`config.mk`:
```
export PLATFORM = sky130hd
export DESIGN_NAME = mbisr_remap
export DESIGN_NICKNAME = d
export VERILOG_FILES = /design/src/rtl/mbisr_remap.sv
export SDC_FILE = /design/constraint.sdc
export NUM_CORES = 1
export LEC_CHECK = 0
export ABC_AREA = 1
export CAP_MARGIN = 5
export CORE_ASPECT_RATIO = 0.6
export CORE_MARGIN = 5
export CORE_UTILIZATION = 47
export CTS_BUF_LIST = sky130_fd_sc_hd__clkbuf_16
export CTS_CLUSTER_DIAMETER = 30
export DETAILED_ROUTE_END_ITERATION = 6
export DONT_BUFFER_PORTS = 1
export PLACE_DENSITY = 0.73
export SYNTH_ARGS = -nofsm -noshare
export SYNTH_HDL_FRONTEND = slang
export SYNTH_SLANG_ARGS = --single-unit
```
`constraint.sdc`:
```
create_clock -name clk -period 3.1 [get_ports clk]
set_input_delay 0.31 -clock clk [delete_from_list [all_inputs] [get_ports clk]]
set_output_delay 0.31 -clock clk [all_outputs]
set_load 0.03 [all_outputs]
```
`src/rtl/mbisr_remap.sv`:
```
// ============================================================================
// Module   : mbisr_remap
// Purpose  : MBIST-driven fault table that redirects faulty SRAM words to spares
// Revision : 1.0 - initial release
// ============================================================================
`default_nettype none

module mbisr_remap #(
    parameter int ADDR_W = 4,
    parameter int DATA_W = 8,
    parameter int SPARES = 2
) (
    input  logic              clk,
    input  logic              rst,
    input  logic              clr,
    input  logic              fail_valid,
    input  logic [ADDR_W-1:0] fail_addr,
    input  logic              acc_en,
    input  logic              acc_we,
    input  logic [ADDR_W-1:0] acc_addr,
    input  logic [DATA_W-1:0] acc_wdata,
    output logic [DATA_W-1:0] acc_rdata,
    output logic              mem_en,
    output logic              mem_we,
    output logic [ADDR_W-1:0] mem_addr,
    output logic [DATA_W-1:0] mem_wdata,
    input  logic [DATA_W-1:0] mem_rdata,
    output logic [3:0]        used_count,
    output logic              overflow,
    output logic              repair_ok
);

    localparam int C_IDX_W = (SPARES > 1) ? $clog2(SPARES) : 1;
    localparam logic [3:0] C_SPARES_CNT = 4'(SPARES);

    logic              valid_q [SPARES];
    logic [ADDR_W-1:0] addr_q  [SPARES];
    logic [DATA_W-1:0] spare_q [SPARES];
    logic [3:0]        used_count_q;
    logic              overflow_q;

    // Read-data path: pending flag, source select, captured spare word, hold value
    logic              rd_pend_q;
    logic              sel_spare_q;
    logic [DATA_W-1:0] spare_rd_q;
    logic [DATA_W-1:0] hold_q;

    logic               w_hit;
    logic [C_IDX_W-1:0] w_hit_idx;
    logic               w_dup;
    logic               w_free;
    logic [C_IDX_W-1:0] w_free_idx;
    logic               w_alloc;
    logic               w_rd_req;

    always_comb begin
        w_hit      = 1'b0;
        w_hit_idx  = '0;
        w_dup      = 1'b0;
        w_free     = 1'b0;
        w_free_idx = '0;
        for (int i = 0; i < SPARES; i++) begin
            if (valid_q[i] && (addr_q[i] == acc_addr)) begin
                w_hit     = acc_en;
                w_hit_idx = i[C_IDX_W-1:0];
            end
            if (valid_q[i] && (addr_q[i] == fail_addr)) begin
                w_dup = 1'b1;
            end
        end
        // Descending scan so the lowest free index is the one that sticks
        for (int i = SPARES - 1; i >= 0; i--) begin
            if (!valid_q[i]) begin
                w_free     = 1'b1;
                w_free_idx = i[C_IDX_W-1:0];
            end
        end
    end

    assign w_alloc  = fail_valid && !clr && !w_dup && w_free;
    assign w_rd_req = acc_en && !acc_we;

    assign mem_en    = acc_en && !w_hit;
    assign mem_we    = acc_en && acc_we && !w_hit;
    assign mem_addr  = acc_addr;
    assign mem_wdata = acc_wdata;

    always_ff @(posedge clk or posedge rst) begin
        if (rst) begin
            for (int i = 0; i < SPARES; i++) begin
                valid_q[i] <= 1'b0;
                addr_q[i]  <= '0;
                spare_q[i] <= '0;
            end
            used_count_q <= 4'd0;
            overflow_q   <= 1'b0;
        end else begin
            if (clr) begin
                for (int i = 0; i < SPARES; i++) begin
                    valid_q[i] <= 1'b0;
                end
                used_count_q <= 4'd0;
                overflow_q   <= 1'b0;
            end else if (w_alloc) begin
                valid_q[w_free_idx] <= 1'b1;
                addr_q[w_free_idx]  <= fail_addr;
                if (used_count_q != C_SPARES_CNT) begin
                    used_count_q <= used_count_q + 4'd1;
                end
            end else if (fail_valid && !w_dup) begin
                overflow_q <= 1'b1;
            end
            if (w_hit && acc_we) begin
                spare_q[w_hit_idx] <= acc_wdata;
            end
        end
    end

    always_ff @(posedge clk or posedge rst) begin
        if (rst) begin
            rd_pend_q   <= 1'b0;
            sel_spare_q <= 1'b0;
            spare_rd_q  <= '0;
            hold_q      <= '0;
        end else begin
            rd_pend_q <= w_rd_req;
            if (w_rd_req) begin
                sel_spare_q <= w_hit;
                spare_rd_q  <= spare_q[w_hit_idx];
            end
            if (rd_pend_q) begin
                hold_q <= acc_rdata;
            end
        end
    end

    assign acc_rdata  = rd_pend_q ? (sel_spare_q ? spare_rd_q : mem_rdata) : hold_q;
    assign used_count = used_count_q;
    assign overflow   = overflow_q;
    assign repair_ok  = ~overflow_q;

endmodule

`default_nettype wire

```
# Yosys cells after proc, flatten, opt, wreduce, memory -nomap -nowiden
# Index checks and enable logic that the tools add are counted.
# Widths: inputs -> output; s select.
[classes] bitwise_logic=5 n_lt_le_gt_ge=4 addsub=1 eq_ne=6 n_reduce_logical=25 n_mux=29
[ops] operator="$mux 8" n=6
[ops] operator="$bwmux 16" n=1
[ops] operator="$eq 4x4->1" n=4
[ops] operator="$mux 4" n=4
[ops] operator="$logic_and 1x1->1" n=15
[ops] operator="$mux 1" n=12
[ops] operator="$bwmux 8" n=1
[ops] operator="$demux 8 s1" n=1
[ops] operator="$reduce_and 2->1" n=3
[ops] operator="$reduce_bool 2->1" n=3
[ops] operator="$add 4x1->4 const B" n=1
[ops] operator="$demux 4 s1" n=1
[ops] operator="$ge 2x2->1 const B" n=2
[ops] operator="$logic_not 1->1" n=4
[ops] operator="$lt 2x1->1 const B" n=2
[ops] operator="$mux 2" n=2
[ops] operator="$ne 4x2->1 const B" n=1
[ops] operator="$not 1->2" n=2
[ops] operator="$ne 2x2->1 const B" n=1
[ops] operator="$not 1->1" n=2
[ops] operator="$or 2x2->2" n=1
[ops] operator="$demux 1 s1" n=1
[word_totals] elab_cells=82 out_inout_bits=28 reg_bits=49

# Longest topological paths before layout
# Gate-level depths: netlist of the first run.
[depth] depth_word=10 depth_mapped=10 depth_no_buf=10

# Worst setup path before layout of the first run
# OpenSTA, ideal clock, no wires.
[synth_path] path_kind="reg2out" startpoint="register addr_q[3] (netlist bit)" endpoint="output port mem_en" stages_incl_launch_ff=6 t_arrival_ps=1439 setup_slack_ps=1351 path_cell_list="dfrtp_1 -> o21ai_1 -> nor2_4 -> nand3_4 -> o21ai_0 -> nor2_1"
[synth_between] elab_chain_cells=5
[synth_lines] element="from (decl)" line_no="37" rtl="logic [ADDR_W-1:0] addr_q [SPARES];"
[synth_lines] element="from (signal, indexed assignment)" line_no="106" rtl="addr_q[w_free_idx] <= fail_addr;"
[synth_lines] element="$eq 4x4->1" line_no="63" rtl="if (valid_q[i] && (addr_q[i] == acc_addr)) begin"
[synth_lines] element="$logic_and 1x1->1" line_no="63"
[synth_lines] element="$mux 1" line_no="63"
[synth_lines] element="$logic_not 1->1" line_no="83" rtl="assign mem_en = acc_en && !w_hit;"
[synth_lines] element="$logic_and 1x1->1" line_no="83"
[synth_lines] element="to (decl)" line_no="23" rtl="output logic mem_en,"
# Every way passes these cells.

# Worst setup path after layout of the first run
# Same ends and word-level chain as after synthesis.

==> results.md, run 1 <==
- The clock slew seen by the registers of the worst setup and hold paths is around 70 ps.
- In this run the worst setup path begins at addr_q[3].
- The final-report max-slew violation count is 0.
- The detailed router placed 1995 vias in this run.
- The final critical path takes up about three quarters of the cycle.
- The residual DRC count is 0.
- The element type at the critical path start is a flop.
- The net count after synthesis is between 300 and 400.
- Power spread over the standard cell area amounts to 767 nW/um2.
- The worst setup path is captured at an output pin.
- The core area is just over 5000 um2.
- At the end of the flow, the number of nets in the layout was 334.
- Counting along the longest clock path gives a buffer depth of 2.
- Averaged over all synthesized cells, the footprint is 8.16 um2.
- The cell count after synthesis came out at ~310.
- IR analysis of the VDD net gives a maximum drop of 0.000381 V.
- The number of rows created at floorplan is 20.
- The setup violation total in the final timing report is 0.
- The capturing point of the worst reg2reg path is sel_spare_q.
- Across the routed clock network, the largest skew measured is 5.28 ps.
- The total power draw is 0.00207 W.
- At the pin with the least slew margin, the transition time is between 900 and 1000 ps.
- The wire length of the first global-routing pass is 9.46 mm.
- The critical path capture point is mem_en.
- The cell type with the highest aggregate area in the netlist is dfrtp_1.
- The total global routing overflow is 0.
- The post-CTS repair timing setup buffer count is 0.
- The die covers between 7000 and 8000 um2.
- The largest driver fanout on the critical path is 19.
- Summed over its instances, the top area cell type makes up 47.8% of the synthesized netlist area.
- The tree built by TritonCTS fans out to 49 sinks.
- The largest single stage delay on the critical path is 470 ps.
- In this run the tightest slew margin relative to its limit is approximately a third.
- The final period demand of the worst path is between 2000 and 2500 ps.
- The relative area change from synthesis to final layout is 5.51%.
- The routed wire length is 5.64 mm.
- The via count of the first global-routing pass is 1880.
- The depth of the most critical reg-to-reg path is 7.
- The critical path class is reg -> out.
- The latest clock arrival within the worst-skew pair is approximately 280 ps.
- The count of final hold-check violations is 0.
- By area the synthesized netlist is led by dfrtp_1, nand2_1, nor2_1.
- TritonCTS built the clock tree.
- The first TritonRoute pass finished after 4 iterations.
- The number of fillers in the final layout is slightly below 500.
- The cell leakage power is 1.29 nW.
- The slowest stage of the critical path is the nor2_1 cell.
- The path category of the worst min-delay check is in -> reg.
- In the final routed layout, each cell accounts on average for between 15 and 20 um.
- The depth of the CTS H-tree is 2.
- The netlist uses 28 different library cells.
- In the global route stage, overall resource usage came out at around 17%.
- Setup repair after global routing left no endpoint under its margin.
- 0 antenna diodes ended up in the layout.
- After detailed routing, the number of vias per cell comes to 5.41.
- The initial core utilization is 49.5%.
- The cell area that synthesis handed to floorplanning was 2560 um2.
- Max-cap violations in this run came to 0.
- After synthesis, flip-flops and latches occupy 47.8% of the total area.
- The clock buffer count from CTS is 5.
- The wire-length estimate of the detail-placed layout is 4.33 mm.
- The data required time at the worst endpoint is roughly 2800 ps.
- At the end of routability-driven placement, the weighted congestion stood at 0.885.
- Based on the critical path, the design can be clocked at up to between 400 and 500 MHz.
- Data on the critical path arrives at its endpoint at a little under 2000 ps.
- The hold-fix buffer count after cts is 0.
- Counting instances, the worst hold path has a depth of 1.
- The run finished with clean final reports.
- The die is 67.2 um tall.
- The number of gates resized after CTS was 0.
- The Yosys warning count is 0.
- The worst register-to-register path has a setup slack of 1420 ps.
- The critical path goes through o21ai_1 > nor2_4 > nand3_4 > o21ai_0 > nor2_1.
- The root buffer cell is clkbuf_16.
- between 50 and 60 I/O pins were placed.
- The layout cell share with drive strength beyond 1 is 7.59%.
- The synthesized design contains 49 register bits.
- The number of antenna violations at the first check in global routing was 0.
- The detail route stage leaves a number of antenna-violating nets equal to 0.
- The overall die width is 105 um.
- The worst register-to-register path begins at addr_q[0].
- Entering global routing, the biggest net connects 50 pins.
- Input and output buffers added on the ports amount to 0.
- Adding up every negative setup slack in the final design gives 0 ps.
- The detailed router finished its first iteration with 145 violations.
## how the worst min path moves through the flow
| stage | startpoint | to |
|---|---|---|
| 3_5_place_dp | clr | overflow |
| 2_1_floorplan | acc_wdata[0] | spare_q[0] |
| 5_1_grt | clr | valid_q[0] |
| 4_1_cts | clr | overflow |
| 6_report | clr | overflow |
| 3_3_place_gp | clr | overflow |
## placed cells by master (no fill, tap or decap), types with 2 or more instances in the layout
cell       count
nand3_1       14
nand2_2        2
xnor2_1        3
nand2_1       70
clkbuf_16      5
o21ai_2        3
dfrtp_1       49
nor2_1        30
nor2_4         2
a31oi_1       16
o21ai_0       18
xor2_1         3
o21ai_1       15
a21oi_1       21
inv_2          3
inv_1         28
bufinv_16      2
nand4_1        9
ha_1           2
## metrics by stage
stage	util, %	worst slack [ps]	hold slack (ps)	instance area [um2]	instances
final	52.2	796	82.6	2710	369
after global routing	52.2	650	75.9	2710	369
after CTS	52.2	789	83.5	2710	369
after detailed placement	48.6	1110	384	2510	361
after global placement	48.6	1150	377	2510	361
after floorplan	-	1350	427	2560	314
## kinds of logic after synthesis
kind of cell	Yosys count	synth area share (%)
and+or+nand+nor	130	22.6
AOI/OAI and AO/OA	75	16.4
buffers and inverters	52	10.1
DFF	49	47.8
xor gates and xnor gates	6	2.05
adders and majority gates	2	0.976
## synth_stat cells, drive strengths merged
cell type  instances
a21oi             22
a31oi             16
buf               15
clkbuf             5
clkinv             1
dfrtp             49
ha                 2
inv               31
nand2             72
nand3             15
nand3b             1
nand4              9
nor2              33
o21ai             36
o21bai             1
xnor2              3
xor2               3
## worst max-delay path: cells and delay by family, from the launching register on
kind,cells,cell delay (ps)
simple gates,3,810
flops,1,430
compound gates,2,470
## area by class of cell
cell class | count | area, um2 | share of cell area (%)
sequential | 49 | 1230 | 45.3
multi-input combinational | 213 | 1080 | 39.9
clock buffer | 5 | 125 | 4.63
inverter | 32 | 120 | 4.44
tap | 66 | 82.6 | 3.05
clock inverter | 3 | 65.1 | 2.41
timing repair buffer | 1 | 7.51 | 0.278
## registers in the layout, summed over array words and instances (netlist names)
signal	count
addr_q	8
sel_spare_q	1
valid_q	2
hold_q	8
spare_rd_q	8
overflow	1
rd_pend_q	1
used_count	4
spare_q	16
## where the power goes
| part | leakage [nW] | internal, W | switching, W | total (W) |
|---|---|---|---|---|
| Clock | 0.0938 | 0.000460 | 0.000224 | 0.000684 |
| Combinational | 0.573 | 0.000148 | 0.000279 | 0.000428 |
| Sequential | 0.619 | 0.000794 | 0.000168 | 0.000962 |
## layer usage
metal / vias to the layer above / part of all wire, % / routed length, um / track usage, %
met5: - / 0 / 0 / 0
met4: 0 / 0.46 / 26 / 3.44
met3: 4 / 8.7 / 488 / 6.02
met2: 62 / 40 / 2240 / 23.8
met1: 930 / 51 / 2880 / 25.3
li1: 999 / - / - / -
Note: power is estimated with default switching activity, not from simulation.
==> run 2: changes to the inputs <==
Settings changed: PLACE_DENSITY 0.73 to 0.75.
Clock period 3.1 ns to 2.01 ns, I/O delays scaled along.
==> results.md, run 2 (synthesis gave the netlist of run 1 again) <==
- The flow ran to the end, and the final reports show no timing, DRC or antenna violations.
- The post-CTS repair timing setup buffer count came to 0 (unchanged).
- The transition time at the pin with the least slew margin is 665 ps (-311 ps).
- The power per unit of standard cell area is 1060 nW/um2 (+38%).
- The register area is 1230 um2 (unchanged).
- The detail-routed via count per cell came to 5.34 (-1.1%).
- The count of buffers from port buffering came to 0 (unchanged).
- The initial core utilization came to 49.5% (unchanged).
- The final-report max-slew violation count is 0 (unchanged).
- The depth of the CTS H-tree is 2 (unchanged).
- The worst slew slack as a fraction of its limit is 55.6% (+21 points).
- The final critical-path share of the clock period is 94.9%.
- Compared with the post-synthesis result, the final layout area differs by 8.35%.
- The number of max-cap violations is 0 (unchanged).
- The starting DRC count in detailed routing is 129 (-11%).
- The hold-fix buffer count after cts is 2 (+2).
- The number of antenna violations at the first check in global routing is 0 (unchanged).
- The hold slack came to 30.0 ps (-52.7 ps).
- The cell sitting at the root of the clock tree is a clkbuf_16.
- The top-level port count is 58 (unchanged).
- The layout cell share with drive strength beyond 1 was 10.4% (+2.8 points).
- The core area is 5180 um2 (unchanged).
- In the layout the commonest cells are nand2_1, dfrtp_1, nor2_1, inv_1, a21oi_1.
- The total negative slack is 0 ps (unchanged).
- The first-pass iteration count of the detailed router is 4 (unchanged).
- spare_q holds more flip-flops than any other register.
- Setup repair after global routing left no endpoint under its margin.
- The global-route total usage across every layer was 16.8% (-0.22 points).
- The arrival time at the worst endpoint is 1710 ps (-280 ps).
- The worst register-to-register path begins at addr_q[1].
- The number of fillers in the final layout was 494 (+0.41%).
- The die height was 67.2 um (unchanged).
- The largest driver fanout on the critical path is 9 (-10).
- The footprint of the multi-input gates is 1080 um2 (unchanged).
- The wire length of the first global-routing pass came to 9.29 mm (-1.8%).
- The mean routed wirelength per cell came to 14.8 um (-3.1%).
- The remaining number of nets flagged by the antenna check after routing is 0 (unchanged).
- The via count of the first global-routing pass came to 1869 (-0.59%).
- The setup violation total in the final timing report came to 0 (unchanged).
- The buffer depth of the longest clock path was 2 (unchanged).
- The core occupancy in the finished layout came to 53.6% (+1.4 points).
- The number of sinks on the clock net was 49 (unchanged).
- The beginning of the worst hold path is acc_wdata[7].
- The clock skew after layout was 6.01 ps (+0.735 ps).
- The number of rows created at floorplan is 20 (unchanged).
- The routed wire length is 5.67 mm (+0.59%).
- The placer congestion estimate is 0.841 (-5.0%).
- The data required time at the worst endpoint is 1810 ps (-980 ps).
- The placed wire-length estimate is 4.28 mm (-1.1%).
- The clock buffer count from CTS is 5 (unchanged).
- The overall die width is 105 um (unchanged).
- The latest clock arrival within the worst-skew pair came to 280 ps (about the same).
- The worst hold path belongs to the class in -> reg.
- The source of the critical timing path is addr_q[1].
- The floorplan die area was 7080 um2 (unchanged).
- The overall via count from detail_route is 2047 (+2.6%).
- The kind of end point of the critical path is an output pin.
- The element type at the critical path start is a flop.
- The total global routing overflow came to 0 (unchanged).
- The antenna diode count was 0 (unchanged).
- The highest clock frequency the design can meet is 524 MHz.
- The pin count of the biggest net entering global routing was 25 (-50%).
- The number of cells upsized or downsized after cts is 0 (unchanged).
- The largest vdd supply drop came to 0.000671 V (+76%).
- The residual DRC count was 0 (unchanged).
- The worst setup path is of the reg -> out kind.
- The worst path needs 1910 ps of the cycle, external delays included.
- The cell leakage power is 1.33 nW (+3.8%).
- The number of nets at the end of the flow is 349 (+4.5%).
- TritonCTS built the clock tree.
- The library cell used most frequently in the layout, excluding fill and tap cells, is nand2_1.
- The number of flip-flops in the largest register is 16 (unchanged).
- The count of final hold-check violations came to 0 (unchanged).
- The clock slew seen by the registers of the worst setup and hold paths is 60 ps (about the same).
## run 2: final timing paths
check / to / slack (ps) / depth (start not counted)
max in group asynchronous: spare_rd_q[7] / 1140 / 3
min in group asynchronous: hold_q[2] / 350 / 2
hold reg to reg: spare_q[8] / 490 / 2
setup / recovery: mem_we / 100 / 7
setup reg to reg: spare_q[14] / 320 / 7
hold / removal: spare_q[7] / 30 / 2
## run 2: power by group
group          internal, W  leakage [nW]  switching [W]
logic             0.000273         0.646       0.000437
registers          0.00123         0.619       0.000247
clock network     0.000445        0.0685       0.000322
total              0.00194          1.33        0.00101
## run 2: through the flow
| stage | setup WS [ps] | power [W] | instances | instance area, um2 |
|---|---|---|---|---|
| final | 103 | 0.00295 | 383 | 2780 |
| after global routing | 13.1 | 0.00312 | 383 | 2780 |
| after CTS | 110 | 0.00296 | 383 | 2780 |
| after detailed placement | 381 | 0.00218 | 374 | 2630 |
| after global placement | 411 | 0.00216 | 374 | 2630 |
| after floorplan | 370 | 0.00202 | 314 | 2560 |
## run 2: layout make-up
class                   count  share of cell area (%)
flip-flops and latches     49                    44.1
well taps                  66                    2.97
clock buffers               5                    4.50
repair buffers             16                    4.95
inverters                  32                    4.32
clock inverters             2                   0.270
multi-input cells         213                    38.8
## run 2: worst max-delay path, stage by stage (launching register included)
cell and delay, ps:
dfrtp_1 420, nand2_1 100, o21ai_2 70, a21oi_4 250
nand3_4 110, o21ai_0 190, nor2_1 90, buf_4 190
## run 2: per-layer routing
layer | vias to the layer above | share of wire [%] | global-route usage, %
li1 | 1035 | - | -
met5 | - | 0 | 0
met3 | 5 | 9.4 | 6.02
met1 | 925 | 51 | 25.4
met2 | 82 | 38 | 22.1
met4 | 0 | 0.81 | 5.24
